[config.mk]
export PLATFORM = sky130hd
export DESIGN_NAME = branch_update_queue
export DESIGN_NICKNAME = d
export VERILOG_FILES = /design/src/rtl/branch_update_queue.sv
export SDC_FILE = /design/constraint.sdc
export NUM_CORES = 1
export LEC_CHECK = 0
export ABC_AREA = 0
export BUFFER_PORTS_ARGS = -buffer_cell sky130_fd_sc_hd__buf_4
export CELL_PAD_IN_SITES_DETAIL_PLACEMENT = 1
export CELL_PAD_IN_SITES_GLOBAL_PLACEMENT = 1
export CORE_MARGIN = 2
export CORE_UTILIZATION = 48
export CTS_CLUSTER_SIZE = 25
export DETAILED_ROUTE_END_ITERATION = 8
export HOLD_SLACK_MARGIN = 0.08
export PLACE_DENSITY_LB_ADDON = 0.1
export SLEW_MARGIN = 20
export SYNTH_ARGS = -nofsm -noshare
export SYNTH_HDL_FRONTEND = slang
export SYNTH_SLANG_ARGS = --single-unit
[constraint.sdc]
create_clock -name clk -period 3.6 [get_ports clk]
set_input_delay 0.72 -clock clk [delete_from_list [all_inputs] [get_ports clk]]
set_output_delay 0.72 -clock clk [all_outputs]
set_load 0.02 [all_outputs]
[src/rtl/branch_update_queue.sv]
// Branch update queue: holds predicted branches in program order and, on each ROB
// commit, writes the saturated 2-bit counter back to the pattern table.
module branch_update_queue #(
    parameter int PATTERN_HISTORY_LEN = 12,
    parameter int DEPTH               = 8,
    parameter int CNT_W               = 32
) (
    input  logic                           clk,
    input  logic                           rst,
    input  logic                           alloc_valid,
    input  logic [PATTERN_HISTORY_LEN-1:0] alloc_idx,
    input  logic [1:0]                     alloc_pred,
    output logic                           alloc_ready,
    input  logic                           commit_valid,
    input  logic                           commit_taken,
    input  logic                           flush,
    output logic                           branch_write,
    output logic [1:0]                     updated_val,
    output logic [PATTERN_HISTORY_LEN-1:0] control_idx,
    output logic [$clog2(DEPTH):0]         occupancy,
    output logic [CNT_W-1:0]               mispredict_count,
    output logic                           underflow_err
);

    localparam int PTR_W = $clog2(DEPTH);
    localparam int OCC_W = PTR_W + 1;

    logic [PATTERN_HISTORY_LEN-1:0] idx_mem [DEPTH];
    logic [1:0]                     pred_mem [DEPTH];

    logic [PTR_W-1:0]               head_q, head_d;
    logic [PTR_W-1:0]               tail_q, tail_d;
    logic [OCC_W-1:0]               occ_q, occ_d;
    logic                           bw_q, bw_d;
    logic [1:0]                     upd_q, upd_d;
    logic [PATTERN_HISTORY_LEN-1:0] cidx_q, cidx_d;
    logic [CNT_W-1:0]               mcnt_q, mcnt_d;
    logic                           uflow_q, uflow_d;

    logic                           alloc_acc;
    logic                           commit_acc;
    logic [1:0]                     head_pred;
    logic [PATTERN_HISTORY_LEN-1:0] head_idx;
    logic [1:0]                     new_val;

    assign alloc_ready = (occ_q != OCC_W'(DEPTH));
    assign alloc_acc   = alloc_valid && alloc_ready && !flush;
    assign commit_acc  = commit_valid && (occ_q != '0);
    assign head_pred   = pred_mem[head_q];
    assign head_idx    = idx_mem[head_q];

    always_comb begin
        new_val = head_pred;
        if (commit_taken) begin
            if (head_pred != 2'b11) new_val = head_pred + 2'd1;
        end else begin
            if (head_pred != 2'b00) new_val = head_pred - 2'd1;
        end
    end

    always_comb begin
        head_d  = head_q;
        tail_d  = tail_q;
        occ_d   = occ_q;
        bw_d    = 1'b1;
        upd_d   = upd_q;
        cidx_d  = cidx_q;
        mcnt_d  = mcnt_q;
        uflow_d = uflow_q;

        // A same-cycle commit is still written out even when flushing.
        if (commit_acc) begin
            bw_d   = 1'b0;
            upd_d  = new_val;
            cidx_d = head_idx;
            if ((head_pred[1] != commit_taken) && (mcnt_q != {CNT_W{1'b1}}))
                mcnt_d = mcnt_q + CNT_W'(1);
        end
        if (commit_valid && (occ_q == '0))
            uflow_d = 1'b1;

        if (flush) begin
            head_d = '0;
            tail_d = '0;
            occ_d  = '0;
        end else begin
            if (commit_acc) head_d = head_q + PTR_W'(1);
            if (alloc_acc)  tail_d = tail_q + PTR_W'(1);
            case ({alloc_acc, commit_acc})
                2'b10:   occ_d = occ_q + OCC_W'(1);
                2'b01:   occ_d = occ_q - OCC_W'(1);
                default: occ_d = occ_q;
            endcase
        end
    end

    always_ff @(posedge clk) begin
        if (rst) begin
            head_q  <= '0;
            tail_q  <= '0;
            occ_q   <= '0;
            bw_q    <= 1'b1;
            upd_q   <= 2'b00;
            cidx_q  <= '0;
            mcnt_q  <= '0;
            uflow_q <= 1'b0;
        end else begin
            head_q  <= head_d;
            tail_q  <= tail_d;
            occ_q   <= occ_d;
            bw_q    <= bw_d;
            upd_q   <= upd_d;
            cidx_q  <= cidx_d;
            mcnt_q  <= mcnt_d;
            uflow_q <= uflow_d;
        end
    end

    // Entry storage needs no reset: occupancy gates every read.
    always_ff @(posedge clk) begin
        if (alloc_acc) begin
            idx_mem[tail_q]  <= alloc_idx;
            pred_mem[tail_q] <= alloc_pred;
        end
    end

    assign branch_write     = bw_q;
    assign updated_val      = upd_q;
    assign control_idx      = cidx_q;
    assign occupancy        = occ_q;
    assign mispredict_count = mcnt_q;
    assign underflow_err    = uflow_q;

endmodule
# == Word-level counts from Yosys, hierarchy flattened ==
# Memories as Yosys holds them, arrays and structs flattened. A register that Yosys moved wholly into a read port is not among the register bits.
# Cells that the tools add are included.
# word_totals
mem_bits_rw,112
mem_count,2
word_cells,43
ff_bits,46
# classes
n_reduce_logical,12
eq_ne,6
addsub,7
n_mux,9
# memory_table
memory,words,word_bits,read_ports,rd_clocked_by_memory_dff,write_ports,line,text
idx_mem,8,12,1,1,1,28,logic [PATTERN_HISTORY_LEN-1:0] idx_mem [DEPTH];
pred_mem,8,2,1,1,1,29,logic [1:0] pred_mem [DEPTH];
# ops
cell,count
$add 32x1->32 const B,1
$ne 32x32->1 const B,1
$pmux 4 s2,1
$add 3x1->3 const B,2
$mux 2,3
$mux 3,2
$logic_and 1x1->1,5
$add 4x1->4 const B,1
$logic_not 4->1,1
$ne 4x4->1 const B,1
$reduce_bool 2->1,2
$reduce_bool 4->1,1
$sub 4x1->4 const B,1
$mux 1,3
$add 2x1->2 const B,1
$eq 2x1->1 const B,1
$eq 2x2->1 const B,1
$ne 2x2->1 const B,1
$reduce_and 2->1,1
$reduce_or 2->1,1
$sub 2x1->2 const B,1
$logic_not 1->1,1
$ne 1x1->1,1

# == Longest topological paths before layout ==
# logic_depth
ltp_word,5
ltp_mapped,11
mapped_depth_nobuf,10

# == Worst setup path before layout ==
# OpenSTA, ideal clock, no wires.
# synth_path
path_kind,register -> register
startpoint,reg occ_q[1] (netlist: occupancy[1])
endpoint,mem idx_mem[1][0] (enable)
required_time_ns,3.197
stages_incl_launch_ff,6
path_slack_ns,0.798
arrival_time_ns,2.399
period_less_slack_ns,2.802
setup_ns,0.403
path_cell_list,dfxtp_1 > clkbuf_1 > nor4b_1 > nor3_1 > nand2_1 > nor3_1
# synth_via
elab_chain_len,5
# synth_lines
element,line,text
start: declaration,33,"logic [OCC_W-1:0] occ_q, occ_d;"
start signal: assignment,101,occ_q <= '0;
start signal: assignment,110,occ_q <= occ_d;
$ne 4x4->1,46,assign alloc_ready = (occ_q != OCC_W'(DEPTH));
$logic_and 1x1->1 (2 in series),47,assign alloc_acc = alloc_valid && alloc_ready && !flush;
$mux 1,121,if (alloc_acc) begin
$mux 1 (implied by the code),122,idx_mem[tail_q] <= alloc_idx;
end: declaration,28,
# Every way passes these cells.

# == Final worst setup path ==
# layout_path
startpoint,reg occ_q[0] (netlist: occupancy[0])
endpoint,reg occ_q[2] (netlist: occupancy[2])
# layout_via
elab_chain_len,5
elab_cells_between_ends,11
# layout_lines
element,line,text
$ne 4x4->1,46,
$logic_and 1x1->1 (2 in series),47,
$eq 2x1->1 / $eq 2x2->1 (equally long branches),89,"case ({alloc_acc, commit_acc})"
$pmux 4 s2 / $reduce_bool 2->1 (equally long branches),-,
# Parallel ways exist; a longest one is shown, timed or not.
# A chain may end at the register's enable or synchronous reset.

==> results list <==
- Leading area contributor after synthesis: sky130_fd_sc_hd__edfxtp_1
- Via count of the routed design: 4,641
* Starting utilization of the core area: 0.493
- Of the cells placed in the final design, the portion with a size suffix greater than 1 is 0.257.
- The routed design has roughly 16 mm of wire.
* Sink Count: 173
- Number of different library cells in the post-synthesis netlist: 47
- Ant. Diodes: 0
- Tightest Pin Transition: approximately 0.94 ns
- Post-Syn Instances: 517
* Top-area cell type share of the netlist area: 0.468
- Inserted Clock Buffers: 17
- Once placement finished, the instance area stood at about 8000 um^2.
* Length of the first detailed-routing pass in iterations: 4
* Total area of multi-input combinational cells: 2440 um^2
- Number of failing hold endpoints at the final stage: 0
* Unrepaired setup endpoints after global routing: no
- Clock tree from TritonCTS: built
* Clock transition at the register clock pins on the worst setup and hold paths after CTS: 0.07 ns
* Delay of the slowest critical-path stage: 0.75 ns
- Hold repair after CTS inserted 0 buffers.
- The final max-slew violation count is 0.
* Adder and majority gate portion of the synthesized area: 0.0104
- Sequential fraction of the synthesis area: 0.638
- Post-synthesis async set-or-reset flop share: 0
- The startpoint identified for the worst hold timing path is underflow_err.
- The run finished with clean final reports.
- Root Buffer: sky130_fd_sc_hd__clkbuf_16
* Finished layout cell area: 8570 um^2
- Shortest clock period the worst path allows after layout: 2.92 ns
- Post-cts gate resize count: 0
* Cell area after technology mapping: 7190 um^2
- The worst setup path is captured at a flip-flop.
* Remaining global-route overflow: 0
- Share of the clock period used by the worst path after layout: 0.811
- Sequential Area: 4580 um^2
- The floorplan step defined a die boundary enclosing 16,000 um^2.
- The total area inside the core boundary comes to 14,600 um^2.
- In this run the critical register-to-register path is launched from occupancy[0].
* Die boundary height: 126 um
- Biggest area contributors in the synthesized netlist: sky130_fd_sc_hd__edfxtp_1 (47%), sky130_fd_sc_hd__dfxtp_1 (17%), sky130_fd_sc_hd__mux4_2 (8.5%), sky130_fd_sc_hd__nor2_1 (2.2%), sky130_fd_sc_hd__or4_1 (2.2%)
- Initial antenna violation count: 0
* Average instance area after synthesis: 13.9 um^2
- Data required time of the worst path: 3.95 ns
* Cell with the largest stage delay on the worst path: sky130_fd_sc_hd__o41ai_2
* Mux share of post-synthesis cell area: 0.127
- Num ports: 73
- FP Rows: 44
* Count of synthesis-stage warnings from yosys: 0
* Cell chain of the critical path: o41ai_2 > inv_2 > buf_4 > ha_1 > xor2_1 > ha_1 > a21oi_1 > xor2_1 > or3_1 > a21oi_1
* Final weighted congestion in routability-driven placement: 0.770
* Fraction of the mapped netlist area in simple logic gates: 0.119
- In this run the worst path has a maximum fanout of 32.
- The most used flip-flop cell after synthesis is sky130_fd_sc_hd__edfxtp_1.
- Combinational family with the most area after synthesis: multiplexers
- In this run, placement finished with an instance count of 762.
- Entering global routing, the biggest net connects 57 pins.
* Routed wirelength normalized by instance count: 19.9 um
* Worst-case vdd ir drop: about 330 uV
- The analysis attributes to cell leakage a power of 2.86 nW.
- The count of buffers added on input and output ports is 72.
- Commonest cells in the netlist: sky130_fd_sc_hd__edfxtp_1 (112), sky130_fd_sc_hd__dfxtp_1 (61), sky130_fd_sc_hd__nor2_1 (43)
- Worst slew margin: 0.358
- Final std cells w/o fill: 794
* Clock Path Buffers: 2
* Final-report setup violation count: 0
* Total global-route track usage: 0.207
* Detailed Route Iter0 Violations: 322
- CP startpoint: occupancy[0]
* Category of the worst setup path launch point: flip-flop
* Via-to-Cell Ratio: around 5.8
- Clk_skew: 0.0127 ns
* Total DRC errors in the routed layout: 0
- The final layout contains just over 600 nets.
- Summed over all failing endpoints, the final setup total negative slack is 0 ns.
* First-pass GRT wire length: 25.6 mm
- Critical path class: reg -> reg
- Number of enable-type register cells in the synthesized netlist: 112
* X dimension of the die: 126 um
- Counting flops and latches in the post-synthesis netlist gives 173.
- Power spread over the standard cell area amounts to 487 nW/um^2.
- Final HPWL from detailed placement: 10.2 mm
- Maximum level of the CTS H-tree: 4
- The tightest min-delay check is of the reg -> reg type.
- Xor/xnor share of the synthesized area: 0.0110
- The area growth from synthesis to layout is 19.2%.
- At the worst endpoint, the arrival time is 3.27 ns.
- # Post-CTS Setup Buffers: 0
- Via count of the first global-routing pass: about 4,700
* Fill cell instance count of the final layout: approximately 1,400
- Max frequency: 0.343 GHz
- For the worst-skew pair, the clock arrives at the later sink with an insertion delay of 0.43 ns.
- Tot Pwr: 4.17 mW
- The post-synthesis compound-gate area fraction was 0.0700.
* Most frequent cell after synthesis: sky130_fd_sc_hd__edfxtp_1
- Number of nets in the synthesized netlist: 543
* Antenna Violating Nets Remaining: 0
- Max-Cap Viols: 0
worst max-delay path, delay by kind of cell, from the launching register on:
family | cells | cell delay [ns]
buffers and inverters | 2 | 0.34
and+or+nand+nor | 1 | 0.31
DFF | 1 | 0.41
adders and majority gates | 2 | 0.49
AOI/OAI and AO/OA | 3 | 1.04
xor gates and xnor gates | 2 | 0.26
registers in the layout (all words and copies together), names as in the netlist, named ones only:
register,cells
idx_mem,96
mispredict_count,32
pred_mem,16
control_idx,12
occupancy,4
head_q,3
tail_q,3
updated_val,2
branch_write,1
underflow_err,1
power breakdown:
part / internal [mW] / leakage (nW) / switching [mW]
clock: 1.08 / 0.293 / 0.779
sequential: 2.13 / 1.50 / 0.0129
combinational: 0.0700 / 1.06 / 0.102
kinds of logic (layout without fill, tap and decap cells):
group                    after synthesis  count (layout)
flip-flops                           173             173
AND/OR/NAND/NOR                      158             158
AO/OA/AOI/OAI                         77              77
multiplexers                          55              55
buffers and inverters                 39             132
XOR/XNOR                               9               9
adder cells (fa/ha/maj)                6               6
placed cells by master, fill, tap and decap left out, drive strengths merged, types with 12 or more instances in the layout:
master | synthesis | layout
nor2 | 43 | 43
edfxtp | 112 | 112
nand4 | 13 | 13
dfxtp | 61 | 61
nand3 | 13 | 13
buf | 12 | 90
or4 | 21 | 21
mux4 | 27 | 27
mux2i | 16 | 16
nand2 | 18 | 18
mux2 | 12 | 12
a211oi | 15 | 15
clkbuf | 17 | 19
o31ai | 20 | 20
a21oi | 29 | 29
inv | 10 | 16
worst paths after layout:
kind	endpoint	slack [ns]	depth (start not counted)
worst max-delay path	occupancy[2]	0.68	10
worst min-delay path	underflow_err	0.49	2
worst max register to register	occupancy[2]	0.68	10
worst min register to register	underflow_err	0.49	2
metrics by stage:
stage | util | setup slack (ns) | hold WS, ns
after global routing | 0.588 | 0.483 | 0.504
after detailed placement | 0.546 | 0.680 | 0.479
after floorplan | - | 0.798 | 0.525
after CTS | 0.588 | 0.664 | 0.495
final | 0.588 | 0.681 | 0.494
after global placement | 0.546 | 0.840 | 0.466
layout make-up:
type	instances	share of cell area
Sequential cell	173	0.535
Inverter	10	0.00438
Clock inverter	13	0.0178
Timing Repair Buffer	90	0.0788
Clock buffer	19	0.0528
Multi-Input combinational cell	305	0.284
Tap cell	184	0.0269
per-layer routing:
layer  vias to the layer above  wire length [um]  share of wire  global-route usage
li1                       2174                 -              -                   -
met1                      2360              6890           0.44               0.269
met2                        89              8060           0.51               0.354
met3                        18               645          0.041              0.0396
met4                         0               217          0.014              0.0679
met5                         -                 0              0                   0
Note: power is estimated with default switching activity, not from simulation.
